[src/rtl/bnn_pkg.sv]
// Shared constants, reset weight image and stream FSM states for the BNN weight
// loader transmit path.
package bnn_pkg;

  localparam int NUM_NEURONS = 12;
  localparam int RX_PTR_W    = 5;

  typedef enum logic [2:0] {
    ST_IDLE,
    ST_PAD_LO,
    ST_PAD_HI,
    ST_LO,
    ST_HI,
    ST_GAP,
    ST_DONE
  } tx_state_t;

  // Power-on weights; must stay identical to the receiver's reset contents.
  function automatic logic [7:0] default_weight(input int idx);
    case (idx)
      0:       default_weight = 8'hB7;
      1:       default_weight = 8'hDB;
      2:       default_weight = 8'h07;
      3:       default_weight = 8'hD6;
      4:       default_weight = 8'hB7;
      5:       default_weight = 8'h3F;
      6:       default_weight = 8'hF6;
      7:       default_weight = 8'h6E;
      8:       default_weight = 8'h11;
      9:       default_weight = 8'h99;
      10:      default_weight = 8'h00;
      11:      default_weight = 8'h0E;
      default: default_weight = 8'h00;
    endcase
  endfunction

endpackage

[src/rtl/bnn_weight_buf.sv]
// Local weight register file: synchronous write, reset to the default image,
// asynchronous read; out-of-range addresses are ignored on write and read as zero.
module bnn_weight_buf
  import bnn_pkg::*;
#(
  parameter int N = bnn_pkg::NUM_NEURONS
) (
  input  logic       clk,
  input  logic       reset,
  input  logic       wr_en,
  input  logic [3:0] wr_addr,
  input  logic [7:0] wr_data,
  input  logic [3:0] rd_addr,
  output logic [7:0] rd_data
);

  logic [7:0] mem [N];

  always_ff @(posedge clk) begin
    if (reset) begin
      for (int i = 0; i < N; i++) mem[i] <= default_weight(i);
    end else if (wr_en && (int'(wr_addr) < N)) begin
      mem[wr_addr] <= wr_data;
    end
  end

  assign rd_data = (int'(rd_addr) < N) ? mem[rd_addr] : 8'h00;

endmodule

[src/rtl/bnn_weight_stream_tx.sv]
// Serialises the local weight buffer onto the nibble/load-enable loader bus,
// padding the receiver pointer round to neuron 0 before every stream.
module bnn_weight_stream_tx
  import bnn_pkg::*;
#(
  parameter int NUM_NEURONS = bnn_pkg::NUM_NEURONS,
  parameter int RX_PTR_W    = bnn_pkg::RX_PTR_W,
  parameter int GAP_CYCLES  = 0
) (
  input  logic                clk,
  input  logic                reset,
  input  logic                wr_en,
  input  logic [3:0]          wr_addr,
  input  logic [7:0]          wr_data,
  input  logic                start,
  input  logic                sink_ena,
  output logic [3:0]          tx_nibble,
  output logic                tx_load_en,
  output logic                busy,
  output logic                done,
  output logic                wr_err,
  output logic [RX_PTR_W-1:0] rx_ptr
);

  tx_state_t  state;
  logic [3:0] idx;
  logic [3:0] gap_cnt;
  logic [3:0] rd_addr;
  logic [7:0] rd_data;
  logic [7:0] first_byte;
  logic       idle;
  logic       last_byte;

  assign idle      = (state == ST_IDLE);
  assign last_byte = (idx == 4'(NUM_NEURONS - 1));

  // In HI the next byte's low nibble is registered, so look one entry ahead.
  assign rd_addr = (state == ST_HI && !last_byte) ? idx + 4'd1 : idx;

  // A write landing in the same IDLE cycle as start must be seen by byte 0.
  assign first_byte = (idle && wr_en && wr_addr == 4'd0) ? wr_data : rd_data;

  bnn_weight_buf #(.N(NUM_NEURONS)) u_buf (
    .clk     (clk),
    .reset   (reset),
    .wr_en   (wr_en && idle),
    .wr_addr (wr_addr),
    .wr_data (wr_data),
    .rd_addr (rd_addr),
    .rd_data (rd_data)
  );

  always_ff @(posedge clk) begin
    if (reset) begin
      state      <= ST_IDLE;
      idx        <= 4'd0;
      gap_cnt    <= 4'd0;
      rx_ptr     <= '0;
      tx_nibble  <= 4'd0;
      tx_load_en <= 1'b0;
      busy       <= 1'b0;
      done       <= 1'b0;
      wr_err     <= 1'b0;
    end else begin
      done   <= 1'b0;
      wr_err <= wr_en && !idle;
      case (state)
        ST_IDLE: begin
          if (start) begin
            busy       <= 1'b1;
            tx_load_en <= 1'b1;
            idx        <= 4'd0;
            if (rx_ptr != '0) begin
              state     <= ST_PAD_LO;
              tx_nibble <= 4'd0;
            end else begin
              state     <= ST_LO;
              tx_nibble <= first_byte[3:0];
            end
          end
        end
        ST_PAD_LO: begin
          if (sink_ena) state <= ST_PAD_HI;
        end
        ST_PAD_HI: begin
          if (sink_ena) begin
            rx_ptr <= rx_ptr + 1'b1;
            if (rx_ptr == '1) begin
              state     <= ST_LO;
              tx_nibble <= rd_data[3:0];
            end else begin
              state <= ST_PAD_LO;
            end
          end
        end
        ST_LO: begin
          if (sink_ena) begin
            state     <= ST_HI;
            tx_nibble <= rd_data[7:4];
          end
        end
        ST_HI: begin
          if (sink_ena) begin
            rx_ptr <= rx_ptr + 1'b1;
            if (last_byte) begin
              state      <= ST_DONE;
              tx_load_en <= 1'b0;
              tx_nibble  <= 4'd0;
              done       <= 1'b1;
            end else begin
              idx <= idx + 4'd1;
              if (GAP_CYCLES > 0) begin
                state      <= ST_GAP;
                tx_load_en <= 1'b0;
                tx_nibble  <= 4'd0;
                gap_cnt    <= 4'd0;
              end else begin
                state     <= ST_LO;
                tx_nibble <= rd_data[3:0];
              end
            end
          end
        end
        ST_GAP: begin
          if (sink_ena) begin
            if (gap_cnt == 4'(GAP_CYCLES - 1)) begin
              state      <= ST_LO;
              tx_load_en <= 1'b1;
              tx_nibble  <= rd_data[3:0];
            end else begin
              gap_cnt <= gap_cnt + 4'd1;
            end
          end
        end
        ST_DONE: begin
          state <= ST_IDLE;
          busy  <= 1'b0;
        end
        default: state <= ST_IDLE;
      endcase
    end
  end

endmodule

[config.mk]
export PLATFORM = sky130hd
export DESIGN_NAME = bnn_weight_stream_tx
export DESIGN_NICKNAME = d
export VERILOG_FILES = /design/src/rtl/bnn_pkg.sv /design/src/rtl/bnn_weight_buf.sv /design/src/rtl/bnn_weight_stream_tx.sv
export SDC_FILE = /design/constraint.sdc
export NUM_CORES = 1
export LEC_CHECK = 0
export ABC_AREA = 1
export CAP_MARGIN = 20
export CORE_UTILIZATION = 45
export DETAILED_ROUTE_END_ITERATION = 8
export SLEW_MARGIN = 10
export SYNTH_ARGS = -nofsm -noshare
export SYNTH_HDL_FRONTEND = slang
export SYNTH_SLANG_ARGS = --single-unit
[constraint.sdc]
create_clock -name clk -period 2.1 [get_ports clk]
set_input_delay 0.42 -clock clk [delete_from_list [all_inputs] [get_ports clk]]
set_output_delay 0.42 -clock clk [all_outputs]
set_load 0.02 [all_outputs]
==> metrics.md <==
| Metric | Value |
|---|---|
| Result of the run | complete, no violations |
| Die Footprint | 14200 sq um |
| Pin count of the biggest net entering global routing | 34 |
| Most frequent cells after synthesis | 174 x nand2_1, 122 x inv_1, 103 x nor2_1 |
| Area of the mapped netlist | 6190 sq um |
| Share of layout cells above drive strength 1 | 21.9% |
| ANT nets after route | 0 |
| Top-area cell type share of the netlist area | 46.6% |
| Final wirelength | 17300 microns |
| Final core utilization | 62.3% |
| Final Power | 11.3 mW |
| Capturing element type of the critical path | flip-flop |
| Critical path class | reg2reg |
| Total congestion overflow | 0 |
| Critical R2R Launch | idx[0] |
| Synth Instances | 744 |
| I/O pin total | 30 |
| Placer Congestion | 0.883 |
| Detailed-router iteration count before antenna repair | 5 |
| Relative area change from synthesis to final layout | 34.4% |
| Final Worst Setup Slack | 0.0622 ns |
| Setup repair after global routing missed its margin | true |
| H-Tree Level Count | 4 |
| Worst setup timing slack at the placement stage | -0.215 ns |
| Number of buffers created by CTS | 17 |
| Total vias in the final route | 5399 |
| Number of buffers on the longest clock path | 2 |
| Data required time of the critical path | 2.45 ns |
| Most frequent cell after synthesis | nand2_1 |
| Worst slew margin | 72.5% |
| First-pass GRT wire length | 25600 microns |
| Die X-Extent | 119 microns |
| Count of flip-flops with a built-in enable after synthesis | 96 |
| Main area contributors after synthesis | edfxtp_1 47%, nand2_1 11%, dfxtp_1 7.8% |
| Synthesis warning total | 0 |
| Critical hold path startpoint | gap_cnt[3] |
| Number of pins exceeding their max-slew limit in the final report | 0 |
| Starting utilization of the core area | 46.4% |
| Initial antenna violation count | 0 |
| Startpoint types | flip-flop |
| Core ar. | 13300 sq um |
| Total of flip-flops plus latches after synthesis | 120 |
| Class of the tightest hold or removal check | reg2reg |
| Net count of the mapped netlist | 766 |
| Worst R2R Setup Slack | 0.06 ns |
| Number of placement rows | 42 |
| Average cell area after synthesis | 8.32 sq um |
| Async set-or-reset flop fraction in the synthesized netlist | 0% |
| TritonCTS clock tree | built |
| Hold violation count in the final report | 0 |
| Clock latency on the worst-skew pair | 0.42 ns |
| Cell type with the largest total area after synthesis | edfxtp_1 |
| Final #Nets | 888 |
| Synth unique cells | 32 |
| First element of the critical path | idx[0] |
| Buffer cell driving the clock tree root | clkbuf_16 |
| Max-capacitance violation count | 0 |
| Clock-pin slew on the worst setup and hold paths | 0.06 ns |
| Antenna cell count | 0 |
| Number of clock sinks | 120 |
| Final routed DRC violation total | 0 |
| CP Max Fanout | 6 |
| Leak | 3.52 nW |
| Share of the cycle needed by the critical path after routing | 97.0% |
| WL/cell | 16.4 microns |
| Number of global-route vias before repair | 5016 |
| Tightest Pin Transition | 0.413 ns |
| Portion of the post-synthesis area used by sequential elements | 54.4% |
| Via-to-Cell Ratio | 5.12 |
| Count of buffers from port buffering | 29 |
| Final count of negative-setup-slack endpoints | 0 |
| Vertical die dimension | 119 microns |
| Setup TNS | 0 ns |
| Pwr/cell area | 1360 nW/um^2 |
| Crit path arrival time | 2.39 ns |
| Global-route usage over all layers | 24.6% |
| Peak VDD IR | 0.594 mV |
| Final critical delay including setup and external delays | 2.04 ns |
| Commonest register cell after synthesis | edfxtp_1 |
| Final clock skew | 0.0100 ns |
| Count of routing violations after the opening detailed-route iteration | 479 |
| Detailed Place HPWL | 11400 microns |
| FMAX | 0.491 GHz |
[critical path: stages (launching register included)]
cell and delay [ns]:
dfxtp_2 0.33, ha_4 0.17, nand3_4 0.08, nand3_4 0.09
buf_6 0.14, o21ai_4 0.30, clkbuf_16 0.23, nand3_1 0.10
nand3_2 0.11, nand3_4 0.10, nand2_1 0.09, nand2_1 0.05
nand2_1 0.07, nor2_1 0.04, nor2_1 0.06
[sequential cells by signal (all words and copies together), names as in the netlist]
register / cells
busy: 1
done: 1
gap_cnt: 4
idx: 4
rx_ptr: 5
state: 3
tx_load_en: 1
tx_nibble: 4
u_buf.mem: 96
wr_err: 1
[layout make-up]
type | count | area (sq um)
clock buffer | 18 | 429
clock inverter | 13 | 136
fill | 1129 | 5030
inverter | 127 | 480
multi-input combinational | 475 | 2470
sequential | 120 | 3370
tap | 176 | 220
timing repair buffer | 125 | 1210
[cell usage in the layout (no fill, tap or decap), drive strengths merged]
cell           count
nand2            182
ha                 5
a21oi             22
a211oi             3
nand4              2
o22ai              1
buf               92
o21ai             28
o211ai             4
clkdlybuf4s50     29
clkinvlp           2
nor3              11
nor2             108
or2                8
xor2               1
bufinv             3
clkinv             9
dfxtp             24
nand3             96
xnor2              1
edfxtp            96
o31ai              1
o2111ai            1
clkbuf            22
inv              126
a31oi              1
[timing repair]
action | in CTS | in global routing
setup endpoints to repair | 21 | 128
hold buffers | 0 | 0
resized for setup | 9 | 51
buffers inserted | 1 | 10
cloned | 0 | 7
pin swaps | 1 | 18
[cell families after synthesis]
logic type / share of synthesized area [%]
and+or+nand+nor: 29.0
buffers and inverters: 9.73
DFF: 54.4
AOI/OAI and AO/OA: 5.60
adders and majority gates: 1.01
xor gates and xnor gates: 0.283
[worst paths after layout]
path	end	cells past startpoint
max	tx_nibble[2]	14
min	gap_cnt[3]	2
max reg2reg	tx_nibble[2]	14
min reg2reg	gap_cnt[3]	2
[power by group]
part           total (mW)  internal (mW)  leakage (nW)  switching, mW
sequential           2.88           2.75          1.01          0.133
clock                2.80           1.82         0.277          0.982
combinational        5.66           2.35          2.23           3.31
total                11.3           6.92          3.52           4.42
[routing by layer]
metal | part of all wire, % | wire [microns] | global-route usage [%] | vias up
li1 | - | - | - | 2638
met2 | 49 | 8420 | 41.0 | 185
met5 | 0 | 0 | 0 | -
met1 | 42 | 7200 | 30.0 | 2536
met4 | 3.4 | 594 | 12.0 | 0
met3 | 6.3 | 1080 | 5.51 | 40
[per-stage QoR]
| stage | hold slack (ns) | std cells | instance area [sq um] |
|---|---|---|---|
| 2_1_floorplan | 0.451 | 744 | 6190 |
| 3_3_place_gp | 0.457 | 1005 | 7260 |
| 3_5_place_dp | 0.480 | 1005 | 7260 |
| 4_1_cts | 0.489 | 1037 | 7880 |
| 5_1_grt | 0.517 | 1054 | 8320 |
| 6_report | 0.487 | 1054 | 8320 |
(Power assumes the default switching activity.)
